### config.mk
export PLATFORM = sky130hd
export DESIGN_NAME = dac_sample_feeder
export DESIGN_NICKNAME = d
export VERILOG_FILES = /design/src/rtl/dac_feeder_pkg.sv /design/src/rtl/dac_feeder_fifo.sv /design/src/rtl/dac_sample_feeder.sv
export SDC_FILE = /design/constraint.sdc
export NUM_CORES = 1
export LEC_CHECK = 0
export BUFFER_PORTS_ARGS = -buffer_cell sky130_fd_sc_hd__buf_2
export CORE_UTILIZATION = 53
export DETAILED_ROUTE_END_ITERATION = 7
export PLACE_DENSITY = 0.76
export SETUP_SLACK_MARGIN = 0.2
export SYNTH_ARGS = -nofsm -noshare
export SYNTH_HDL_FRONTEND = slang
export SYNTH_SLANG_ARGS = --single-unit
export TNS_END_PERCENT = 20
### constraint.sdc
create_clock -name CLK -period 2.8 [get_ports CLK]
set_clock_uncertainty 0.2 [all_clocks]
set_input_delay 0.14 -clock CLK [delete_from_list [all_inputs] [get_ports CLK]]
set_output_delay 0.14 -clock CLK [all_outputs]
set_load 0.005 [all_outputs]
### src/rtl/dac_feeder_pkg.sv
// Shared constants for the DAC sample feeder: DAC code width, reset code and default sizing.
package dac_feeder_pkg;

    localparam int               DAC_W     = 10;
    localparam logic [DAC_W-1:0] MIDSCALE  = 10'h200;
    localparam int               DEF_DEPTH = 8;
    localparam int               DEF_DIV_W = 16;

endpackage

### src/rtl/dac_feeder_fifo.sv
// Single-clock sample FIFO, no fall-through: a push becomes visible at the head one edge later.
// Pushes while full and pops while empty are ignored; level/full/empty come straight from the pointers.
module dac_feeder_fifo
    import dac_feeder_pkg::*;
#(
    parameter  int DEPTH = DEF_DEPTH,
    parameter  int W     = DAC_W,
    localparam int AW    = $clog2(DEPTH)
) (
    input  logic         clk_i,
    input  logic         rst_n_i,
    input  logic         push_i,
    input  logic [W-1:0] push_dat_i,
    input  logic         pop_i,
    output logic [W-1:0] pop_dat_o,
    output logic [AW:0]  level_o,
    output logic         full_o,
    output logic         empty_o
);

    localparam logic [AW:0] PTR_ONE = {{AW{1'b0}}, 1'b1};

    logic [W-1:0] mem_q [DEPTH];
    logic [AW:0]  wr_ptr_q, wr_ptr_d;
    logic [AW:0]  rd_ptr_q, rd_ptr_d;
    logic         do_push, do_pop;

    // Extra MSB on each pointer separates a full ring from an empty one.
    assign empty_o   = (wr_ptr_q == rd_ptr_q);
    assign full_o    = (wr_ptr_q[AW] != rd_ptr_q[AW]) &&
                       (wr_ptr_q[AW-1:0] == rd_ptr_q[AW-1:0]);
    assign level_o   = wr_ptr_q - rd_ptr_q;
    assign pop_dat_o = mem_q[rd_ptr_q[AW-1:0]];

    assign do_push = push_i && !full_o;
    assign do_pop  = pop_i && !empty_o;

    always_comb begin
        wr_ptr_d = wr_ptr_q;
        rd_ptr_d = rd_ptr_q;
        if (do_push) wr_ptr_d = wr_ptr_q + PTR_ONE;
        if (do_pop)  rd_ptr_d = rd_ptr_q + PTR_ONE;
    end

    always_ff @(posedge clk_i) begin
        if (!rst_n_i) begin
            wr_ptr_q <= '0;
            rd_ptr_q <= '0;
        end else begin
            wr_ptr_q <= wr_ptr_d;
            rd_ptr_q <= rd_ptr_d;
        end
    end

    always_ff @(posedge clk_i) begin
        if (do_push) mem_q[wr_ptr_q[AW-1:0]] <= push_dat_i;
    end

endmodule

### src/rtl/dac_sample_feeder.sv
// Paces buffered samples out to a DAC at one sample per DIV+1 cycles; D/D_STROBE are registered.
// S_READY drops only when the FIFO is full; an empty FIFO at a sample tick raises sticky UNDERRUN.
module dac_sample_feeder
    import dac_feeder_pkg::*;
#(
    parameter int DEPTH = DEF_DEPTH,
    parameter int DIV_W = DEF_DIV_W
) (
    input  logic                     CLK,
    input  logic                     RESET_N,
    input  logic                     EN,
    input  logic [DIV_W-1:0]         DIV,
    input  logic [DAC_W-1:0]         S_DATA,
    input  logic                     S_VALID,
    output logic                     S_READY,
    output logic [DAC_W-1:0]         D,
    output logic                     D_STROBE,
    output logic [$clog2(DEPTH):0]   LEVEL,
    output logic                     UNDERRUN,
    input  logic                     UNDERRUN_CLR
);

    localparam logic [DIV_W-1:0] CNT_ONE = {{(DIV_W-1){1'b0}}, 1'b1};

    logic [DIV_W-1:0] cnt_q, cnt_d;
    logic [DAC_W-1:0] d_q, d_d;
    logic             strobe_q, strobe_d;
    logic             underrun_q, underrun_d;

    logic             fifo_full, fifo_empty;
    logic [DAC_W-1:0] fifo_head;
    logic             push, tick, pop;

    assign S_READY = !fifo_full;
    assign push    = S_VALID && S_READY;
    assign tick    = EN && (cnt_q == '0);
    // Empty is judged on registered state, so a sample pushed on a tick edge waits for the next tick.
    assign pop     = tick && !fifo_empty;

    dac_feeder_fifo #(
        .DEPTH (DEPTH),
        .W     (DAC_W)
    ) u_fifo (
        .clk_i      (CLK),
        .rst_n_i    (RESET_N),
        .push_i     (push),
        .push_dat_i (S_DATA),
        .pop_i      (pop),
        .pop_dat_o  (fifo_head),
        .level_o    (LEVEL),
        .full_o     (fifo_full),
        .empty_o    (fifo_empty)
    );

    always_comb begin
        cnt_d      = cnt_q - CNT_ONE;
        d_d        = d_q;
        strobe_d   = pop;
        underrun_d = underrun_q;
        if (!EN || tick) cnt_d = DIV;
        if (pop) d_d = fifo_head;
        if (tick && fifo_empty) underrun_d = 1'b1;
        else if (UNDERRUN_CLR)  underrun_d = 1'b0;
    end

    always_ff @(posedge CLK) begin
        if (!RESET_N) begin
            cnt_q      <= DIV;
            d_q        <= MIDSCALE;
            strobe_q   <= 1'b0;
            underrun_q <= 1'b0;
        end else begin
            cnt_q      <= cnt_d;
            d_q        <= d_d;
            strobe_q   <= strobe_d;
            underrun_q <= underrun_d;
        end
    end

    assign D        = d_q;
    assign D_STROBE = strobe_q;
    assign UNDERRUN = underrun_q;

endmodule

==> impl_metrics.py <==
metrics = {
    "placed_design": {
        "portBuffers": 47,
        "dp_hpwl_um": 6140,
        "place_ws_ns": 0.217,
        "routabilityCongestion": 0.805,
    },
    "sta": {
        "final_hold_viol_count": 0,
        "finalMaxSlewViolations": 0,
        "fin_crit_ns": 2.51,
        "final.setup.tns_ns": 0,
        "fmax_mhz": 398,
        "setup_viol": 0,
        "worst_pin_slew_ns": 0.665,
        "rsz0062_at_grt": "true",
        "relSlewSlack_pct": 55.5,
        "worst_slack_ns": 0.286,
        "fin_crit_sh_pct": 89.8,
    },
    "setup_path": {
        "critPathMaxStageDelay_ns": 0.56,
        "cp_top_family": "simple AND/OR/NAND/NOR gates",
        "path_class": "reg2reg",
        "crit_fanout": 10,
        "cp-end-kind": "flip-flop",
        "rr_worst_depth": 6,
        "critPathLaunchType": "flip-flop",
        "required_ns": 3.06,
        "worstSetupPathDepth": 6,
        "cp_slowest_cell": "dlygate4sd3_1",
        "crit_buf_inv": 2,
        "critPathArrivalTime_ns": 2.78,
        "path_cells": "nor4_2 > buf_4 > nand2_1 > or4_1 > a41oi_1 > dlygate4sd3_1",
    },
    "detailed_routing": {
        "vias": 3119,
        "drc": 10,
        "dr.pass1.iters": 7,
        "avgViaCountPerCell": 5.80,
        "postRouteAntennaNets": 0,
        "drtIter0Drc": 205,
        "routed_wl_um": 10300,
        "drt-wirelength-per-cell_um": 19.2,
    },
    "clock_tree": {
        "clockBufferDepth": 2,
        "cts_made_buffers": 17,
        "clk_latency_ns": 0.52,
        "cts_tree": "yes",
        "h-tree-depth": 4,
        "cts_setup_buffers": 0,
        "clock_sinks": 116,
        "clockRootBuffer": "clkbuf_8",
        "cts.clk_slew.worst_paths_ns": 0.06,
    },
    "finish": {
        "area_growth_pct": 27.3,
        "register_area_mm2": 0.00312,
        "n_antenna_cell": 0,
        "drive_gt1_share_pct": 32.6,
        "multi_input_area_mm2": 0.00161,
        "nets": 456,
        "fill_cells": 571,
    },
    "grt": {
        "grt_pass1_vias": 3191,
        "grt_usage_pct": 23.8,
        "overflow": 0,
        "grt_max_degree": 25,
        "grt_pass1_wl_um": 16300,
        "antenna_found_initial": 0,
    },
    "floorplan": {
        "die_x_um": 97.7,
        "die_h_um": 97.7,
        "rows": 34,
        "io_pins": 48,
        "coreArea_mm2": 0.00881,
        "start_util_pct": 55.1,
        "die_area_mm2": 0.00954,
    },
    "status": {
        "violations": "design-rule violations",
        "status": "finished with violations",
    },
    "synthesis": {
        "async_reset_ff_share_pct": 0,
        "yosys.area.top_type_share_pct": 49.5,
        "ys_seq_area_share_pct": 64.4,
        "postSynthCellCount": 317,
        "synth_xor_area_share_pct": 2.71,
        "synth_top_family_by_area": "multiplexers",
        "synthesis.area_mm2": 0.00485,
        "yosys.area_share.simple_pct": 8.72,
        "synth_compound_gate_area_share_pct": 5.88,
        "yosys-top-cells-area": "edfxtp_1, dfxtp_1, mux4_2, mux2_2, xnor2_1",
        "synth_seq_cells": 116,
        "synthMuxAreaShare_pct": 13.5,
        "syn-num-nets": 355,
        "synthFlopType": "edfxtp_1",
        "synthAdderAreaFrac_pct": 1.96,
        "yosysTopAreaCell": "edfxtp_1",
        "yosysWarnings": 0,
        "synth_edf_count": 80,
        "netlist-cell-type-count": 51,
        "syn_area_per_cell_um2": 15.3,
    },
    "flow_run": {
        "maxCapViolCount": 0,
    },
    "power_and_ir_drop": {
        "power_mw": 4.18,
        "total_leakage_power_nw": 2.34,
        "vdd_drop_max_mv": 0.645,
        "powerDensity_mw_per_mm2": 678,
    },
    "worst_hold_path": {
        "min_path_type": "in2reg",
        "min_path_cells": 3,
    },
}
metrics by stage:
stage / cells / util (%) / hold WS [ns] / instance area (um2)
final: 538 / 70.1 / 0.179 / 6170
after global routing: 538 / 70.1 / 0.169 / 6170
after CTS: 538 / 70.1 / 0.158 / 6170
after detailed placement: 473 / 59.7 / 0.170 / 5260
after global placement: 473 / 59.7 / 0.166 / 5260
after floorplan: 317 / - / 0.0389 / 4860
final timing paths:
path	to	slack (ns)	startpoint
hold reg to reg	u_fifo.wr_ptr_q[0]	0.30	u_fifo.wr_ptr_q[0]
hold / removal	cnt_q[4]	0.18	DIV[4]
setup reg to reg	cnt_q[15]	0.29	cnt_q[6]
setup / recovery	cnt_q[15]	0.29	cnt_q[6]
registers in the layout (all words and copies together) (netlist names):
signal,count
D_STROBE,1
u_fifo.rd_ptr_q,4
cnt_q,16
u_fifo.wr_ptr_q,4
u_fifo.mem_q,80
UNDERRUN,1
D,10
synthesized netlist by cell type (3+ instances only):
| cell type | number |
|---|---|
| mux4_2 | 20 |
| a21oi_1 | 15 |
| nand2_1 | 17 |
| o21ai_0 | 5 |
| nor2_1 | 14 |
| o31ai_1 | 3 |
| nand4_1 | 7 |
| ha_1 | 6 |
| mux2_2 | 12 |
| o211ai_1 | 3 |
| mux2i_1 | 7 |
| buf_4 | 3 |
| edfxtp_1 | 80 |
| nor3_1 | 3 |
| buf_2 | 5 |
| or4_1 | 3 |
| clkbuf_1 | 4 |
| xor2_1 | 4 |
| a211oi_1 | 3 |
| a41oi_1 | 3 |
| xnor2_1 | 11 |
| nand3_1 | 8 |
| inv_1 | 10 |
| o211a_1 | 6 |
| dfxtp_1 | 36 |
routing by layer:
layer	GRT usage, %	vias to the layer above	share of wire, %
met3	6.47	36	5.6
met4	12.6	0	3.3
li1	-	1446	-
met1	26.9	1517	40
met2	40.9	120	51
met5	0	-	0
power by group:
part | switching [mW] | internal (mW) | leakage (nW) | total, mW
Combinational | 0.116 | 0.120 | 1.05 | 0.237
Sequential | 0.0343 | 1.88 | 1.02 | 1.92
Clock | 0.765 | 1.27 | 0.265 | 2.03
Total | 0.915 | 3.27 | 2.34 | 4.18
cells in the final DEF (no fill, tap or decap), types with 3 or more instances in the layout:
cell type / instances
buf_2: 47
nand4_1: 7
clkinvlp_4: 4
nand2_1: 17
inv_6: 3
or4_1: 3
a21oi_1: 15
mux2i_1: 7
clkinv_4: 4
o211ai_1: 3
nor2_2: 3
clkbuf_16: 16
dlygate4sd3_1: 34
buf_4: 17
ha_1: 6
o31ai_1: 3
a41oi_1: 3
xor2_1: 4
nand3_1: 8
inv_1: 10
dfxtp_1: 36
o21ai_0: 5
a211oi_1: 3
mux4_2: 20
nor2_1: 12
o211a_1: 6
mux2_2: 12
xnor2_1: 11
edfxtp_1: 80
cells by family after synthesis:
logic type	Yosys count
adder cells (fa/ha/maj)	7
multiplexers	39
XOR/XNOR	15
buffers and inverters	26
flip-flops	116
AO/OA/AOI/OAI	42
AND/OR/NAND/NOR	72
cell type report:
class,instances,share of cell area [%]
flip-flops and latches,116,50.6
clock inverters,14,2.51
clock buffers,17,6.71
inverters,10,0.608
well taps,108,2.19
multi-input cells,175,26.0
repair buffers,98,11.4
worst register-to-register path, stage by stage, from the launching register on:
cell           delay [ns]
dfxtp_1              0.34
nor4_2               0.37
buf_4                0.24
nand2_1              0.11
or4_1                0.43
a41oi_1              0.22
dlygate4sd3_1        0.56
repair_timing:
action                                  in CTS  in global routing
endpoints found under the setup margin      10                 23
hold buffers                                34                  0
gates resized for setup                      1                  1
cloned                                       0                  0
pin swaps                                    0                  0
endpoints found under the hold margin      107                  0
No activity file was read; power rests on OpenSTA's default activity.
